File: config.mk
export PLATFORM = sky130hd
export DESIGN_NAME = branch_redirect_ctrl
export DESIGN_NICKNAME = d
export VERILOG_FILES = /design/src/rtl/branch_redirect_ctrl_pkg.sv /design/src/rtl/branch_redirect_ctrl_perf_cnt.sv /design/src/rtl/branch_redirect_ctrl.sv
export SDC_FILE = /design/constraint.sdc
export NUM_CORES = 1
export LEC_CHECK = 0
export BUFFER_PORTS_ARGS = -buffer_cell sky130_fd_sc_hd__buf_2
export CORE_ASPECT_RATIO = 2
export CORE_UTILIZATION = 46
export DETAILED_ROUTE_END_ITERATION = 10
export PLACE_DENSITY = 0.76
export SYNTH_ARGS = -nofsm -noshare
export SYNTH_HDL_FRONTEND = slang
export SYNTH_SLANG_ARGS = --single-unit
File: constraint.sdc
create_clock -name cpu_clk -period 1.6 [get_ports cpu_clk]
set_input_delay 0.24 -clock cpu_clk [delete_from_list [all_inputs] [get_ports cpu_clk]]
set_output_delay 0.24 -clock cpu_clk [all_outputs]
set_load 0.05 [all_outputs]
File: src/rtl/branch_redirect_ctrl_pkg.sv
// branch_redirect_ctrl_pkg: FSM state encodings and PC alignment helper for the EX->IF redirect sequencer.
package branch_redirect_ctrl_pkg;

    typedef enum logic [1:0] {
        BRC_IDLE  = 2'd0,
        BRC_REDIR = 2'd1,
        BRC_FLUSH = 2'd2
    } brc_state_e;

    function automatic logic [31:0] align_pc(input logic [31:0] pc);
        return {pc[31:2], 2'b00};
    endfunction

endpackage

File: src/rtl/branch_redirect_ctrl_perf_cnt.sv
// perf_cnt: wrapping event counter with asynchronous active-low clear.
module perf_cnt #(
    parameter int CNT_W = 32
) (
    input  logic             clk,
    input  logic             rst_n,
    input  logic             inc_i,
    output logic [CNT_W-1:0] cnt_o
);

    logic [CNT_W-1:0] cnt_q;

    always_ff @(posedge clk or negedge rst_n) begin
        if (!rst_n)
            cnt_q <= '0;
        else if (inc_i)
            cnt_q <= cnt_q + CNT_W'(1);
    end

    assign cnt_o = cnt_q;

endmodule

File: src/rtl/branch_redirect_ctrl.sv
// branch_redirect_ctrl: turns a taken EX branch into an IF redirect handshake, squashes the
// wrong path until the redirect lands, and counts branches and taken branches.
module branch_redirect_ctrl
    import branch_redirect_ctrl_pkg::*;
#(
    parameter int FLUSH_CYCLES = 2,
    parameter int CNT_W        = 32
) (
    input  logic             cpu_clk,
    input  logic             cpu_rstn,
    input  logic             ex_valid,
    input  logic             ex_allowout,
    input  logic             ex_is_br,
    input  logic             ex_jump_taken,
    input  logic [31:0]      ex_target,
    input  logic             if_ready,
    output logic             redir_valid,
    output logic [31:0]      redir_pc,
    output logic             redir_ade,
    output logic             flush_ifid,
    output logic             ex_kill,
    output logic [CNT_W-1:0] br_cnt,
    output logic [CNT_W-1:0] taken_cnt
);

    localparam int            CW       = FLUSH_CYCLES > 1 ? $clog2(FLUSH_CYCLES) : 1;
    localparam logic [CW-1:0] CNT_INIT = CW'(FLUSH_CYCLES > 0 ? FLUSH_CYCLES - 1 : 0);

    brc_state_e    state_q;
    logic [CW-1:0] cnt_q;
    logic          redir_valid_q;
    logic          redir_ade_q;
    logic [31:0]   redir_pc_q;
    logic          idle;
    logic          retire;
    logic          fire;

    assign idle   = state_q == BRC_IDLE;
    assign retire = ex_valid & ex_allowout & ex_is_br & idle;
    assign fire   = retire & ex_jump_taken;

    always_ff @(posedge cpu_clk or negedge cpu_rstn) begin
        if (!cpu_rstn) begin
            state_q       <= BRC_IDLE;
            cnt_q         <= '0;
            redir_valid_q <= 1'b0;
            redir_ade_q   <= 1'b0;
            redir_pc_q    <= '0;
        end else begin
            case (state_q)
                BRC_IDLE:
                    if (fire) begin
                        state_q       <= BRC_REDIR;
                        redir_valid_q <= 1'b1;
                        redir_pc_q    <= align_pc(ex_target);
                        redir_ade_q   <= |ex_target[1:0];
                    end
                BRC_REDIR:
                    if (redir_valid_q & if_ready) begin
                        redir_valid_q <= 1'b0;
                        cnt_q         <= CNT_INIT;
                        state_q       <= (FLUSH_CYCLES == 0) ? BRC_IDLE : BRC_FLUSH;
                    end
                BRC_FLUSH:
                    if (cnt_q == '0)
                        state_q <= BRC_IDLE;
                    else
                        cnt_q <= cnt_q - CW'(1);
                default:
                    state_q <= BRC_IDLE;
            endcase
        end
    end

    assign redir_valid = redir_valid_q;
    assign redir_pc    = redir_pc_q;
    assign redir_ade   = redir_ade_q;
    // Anything reaching EX outside IDLE is on the wrong path.
    assign flush_ifid  = fire | ~idle;
    assign ex_kill     = ~idle;

    perf_cnt #(.CNT_W(CNT_W)) u_br_cnt (
        .clk   (cpu_clk),
        .rst_n (cpu_rstn),
        .inc_i (retire),
        .cnt_o (br_cnt)
    );

    perf_cnt #(.CNT_W(CNT_W)) u_taken_cnt (
        .clk   (cpu_clk),
        .rst_n (cpu_rstn),
        .inc_i (fire),
        .cnt_o (taken_cnt)
    );

endmodule
==> results_dict.tcl <==
set metrics [dict create \
    cts_tree "done" \
    synth_top_area_cell "dfrtp_1" \
    place_area_um2 5480 \
    gp_congestion 0.808 \
    leakagePower_uw 0.00301 \
    path_class "reg2reg" \
    hp-class "in2reg" \
    grt_antenna_before_repair 0 \
    worstSetupStartpointType "flip-flop" \
    grt_pass1_wl_um 16700 \
    synthToLayoutAreaGrowth_pct 35.9 \
    fillers 725 \
    worstPathRequired_ps 1870 \
    ys_ff_latch 99 \
    clock-sinks 99 \
    coreArea_um2 9070 \
    layout-drive-gt1-share_pct 46.6 \
    timing.rr.end "u_taken_cnt.cnt_o[31]" \
    status "finished with violations" \
    finalInstanceArea_um2 5900 \
    timing.final.crit_share_pct 98.2 \
    grt.total_usage_pct 21.5 \
    dieArea_um2 9850 \
    min_period_ps 1570 \
    die_w_um 70.7 \
    worst_slack_ps 28.5 \
    holdPathStages 3 \
    drv_cap 0 \
    netlist_top_cells_area "dfrtp_1 57%, nand2_1 11%, xnor2_1 10%" \
    vdd_drop_max_v 0.00170 \
    endpoint_kind "flip-flop" \
    slew_viol_final 0 \
    finalPower_uw 9060 \
    numPortBuffers 136 \
    drc 12 \
    seq_area_um2 2530 \
    crit_fanout 7 \
    fin_skew_ps 8.12 \
    synthDominantCellAreaShare_pct 57.1 \
    hp-start "ex_target[13]" \
    cp.arrival_ps 1850 \
    clkTransAtPathRegs_ps 70 \
    cts_buffers 9 \
    grt_pass1_vias 3503 \
    dpl.hpwl_um 7480 \
    rrSetupSlack_ps 30 \
    yosysSeqAreaShare_pct 57.1 \
    p_per_area_nw_per_um2 1540 \
    cts_root_buf "clkbuf_16" \
    hold_violations 0 \
    drtAntennaViolNets 0 \
    firstDrtPassIters 7 \
    finalHoldWorstSlack_ps 70.0 \
    multiInputGateArea_um2 1870 \
    reg2reg_depth 6 \
    netlist_area_um2 4340 \
    layout.nets 630 \
    via_count 3568 \
    n_antenna_cell 0 \
    drtIter0Drc 208 \
    grt.overflow.total 0 \
    worst_hold_path.endpoint "redir_pc[13]" \
    viasPerCell 5.13 \
    numPlacedInstances 673 \
    htree_levels 3 \
    cts_buffer_depth 2 \
    syn_area_per_cell_um2 10.5 \
    setup_viol 0 \
    rsz0062_at_grt "yes" \
    clk_latency_ps 350 \
    r2r-start "state_q[0]" \
    synth-warning-count 0 \
    io_pins 139 \
    fmaxAchievable_mhz 636 \
    die_h_um 139 \
    rows 49 \
    yosys.cell_types.count 32 \
    wire_per_inst_um 14.3 \
    initial_utilization_pct 47.8 \
    grt_max_degree 49 \
    drt_wl_total_um 9930 \
    pre_cts_ws_ps -13.1 \
    violations "DRC" \
    fin_cells 696 \
    synth_cells 415 \
]
-- power by group --
group,internal [µW],total [µW],switching [µW]
Combinational,888,3490,2600
Sequential,3040,3460,421
Clock,1090,2110,1020
-- cell usage in the layout, fill, tap and decap left out, types with 2 or more instances in the layout --
cell type / synthesis / final
nor3_4: 0 / 3
xor2_1: 10 / 10
nand4_1: 26 / 26
inv_1: 6 / 6
and3_1: 13 / 9
dfrtp_1: 99 / 53
conb_1: 1 / 2
and4_4: 0 / 3
buf_12: 0 / 4
and2_1: 4 / 3
nor3b_4: 2 / 2
nand3_2: 0 / 4
nand3_1: 22 / 18
buf_4: 4 / 38
nand3b_1: 3 / 3
clkbuf_16: 0 / 9
and3_4: 0 / 3
nor3_2: 4 / 2
nand2_2: 0 / 3
nor2_4: 2 / 4
o21ai_0: 3 / 3
nor2_1: 12 / 7
nand2_1: 123 / 120
and4_1: 3 / 2
and2_2: 1 / 2
nor4_2: 1 / 2
inv_6: 0 / 5
nor2_2: 1 / 4
dfrtp_2: 0 / 46
xnor2_1: 52 / 51
buf_2: 3 / 133
-- state kept, by name (all words and copies together), names as in the netlist --
| signal | count |
|---|---|
| redir_valid | 1 |
| redir_ade | 1 |
| state_q | 2 |
| u_taken_cnt.cnt_o | 32 |
| cnt_q | 1 |
| u_br_cnt.cnt_o | 32 |
| redir_pc | 30 |
-- worst max-delay path: stages, from the launching register on --
cell and delay [ps]:
dfrtp_2 450, nor3b_4 230, buf_4 150, and4_4 210
nand3_4 120, nor3_2 190, xor2_1 150
-- what timing repair did --
action / 4_1_cts / 5_1_grt
setup endpoints to repair: 7 / 39
hold endpoints to repair: 13 / 0
setup buffers: 2 / 4
hold buffers: 1 / 0
cloned: 0 / 0
resized for setup: 8 / 13
pin swaps: 5 / 10
-- layout make-up --
type / instances / area share, %
Clock buffer: 9 / 3.82
Multi-Input combinational cell: 296 / 31.7
Tap cell: 102 / 2.16
Timing Repair Buffer: 177 / 17.9
Sequential cell: 99 / 43.0
Inverter: 6 / 0.382
Clock inverter: 7 / 1.06
-- stage by stage --
step | TNS [ps] | util (%)
6_report | 0 | 65.0
5_1_grt | -725 | 65.0
4_1_cts | -29.6 | 64.1
3_5_place_dp | -13.3 | 60.4
3_3_place_gp | 0 | 60.4
2_1_floorplan | -650 | -
-- logic make-up (layout without fill, tap and decap cells) --
| family | count (synthesis) | count (layout) | synth area share (%) |
|---|---|---|---|
| AOI/OAI and AO/OA | 4 | 4 | 0.490 |
| xor gates and xnor gates | 62 | 62 | 12.5 |
| adders and majority gates | 2 | 2 | 0.576 |
| buffers and inverters | 21 | 199 | 2.77 |
| DFF | 99 | 99 | 57.1 |
| muxes | 1 | 1 | 0.259 |
| other | 1 | 2 | 0.0864 |
| and+or+nand+nor | 225 | 225 | 26.2 |
-- metal layers --
layer	routed length [µm]	vias to the layer above	GRT usage, %
met5	0	-	0
met4	111	0	7.26
met3	620	8	6.23
met2	5470	123	38.0
met1	3730	1727	24.6
li1	-	1710	-
-- synthesized netlist by cell type --
cell,n
nor4_2,1
nand4_2,1
xor2_1,10
nor2_4,2
and2_1,4
nor3_2,4
ha_1,2
nor2_2,1
buf_2,3
nor3b_4,2
clkbuf_1,5
dfrtp_1,99
a31oi_1,1
nor4_1,2
o21ai_0,3
and2_2,1
buf_6,3
nand3_4,1
and4_2,3
and4_1,3
and3_1,13
nor2_1,12
inv_1,6
conb_1,1
mux2_2,1
nand2_1,123
nor3_1,1
nand3_1,22
nand4_1,26
xnor2_1,52
nand3b_1,3
buf_4,4
-- how the worst max path moves through the flow --
stage,startpoint,endpoint,slack [ps],depth (start not counted)
final,state_q[0],u_taken_cnt.cnt_o[31],30,6
after global routing,state_q[0],u_taken_cnt.cnt_o[25],-80,6
after CTS,state_q[0],u_taken_cnt.cnt_o[23],-20,6
after detailed placement,u_taken_cnt.cnt_o[0],u_taken_cnt.cnt_o[30],-10,5
after global placement,u_taken_cnt.cnt_o[0],u_taken_cnt.cnt_o[14],50,6
after floorplan,u_taken_cnt.cnt_o[3],u_taken_cnt.cnt_o[24],-100,6
(Power assumes the default switching activity.)
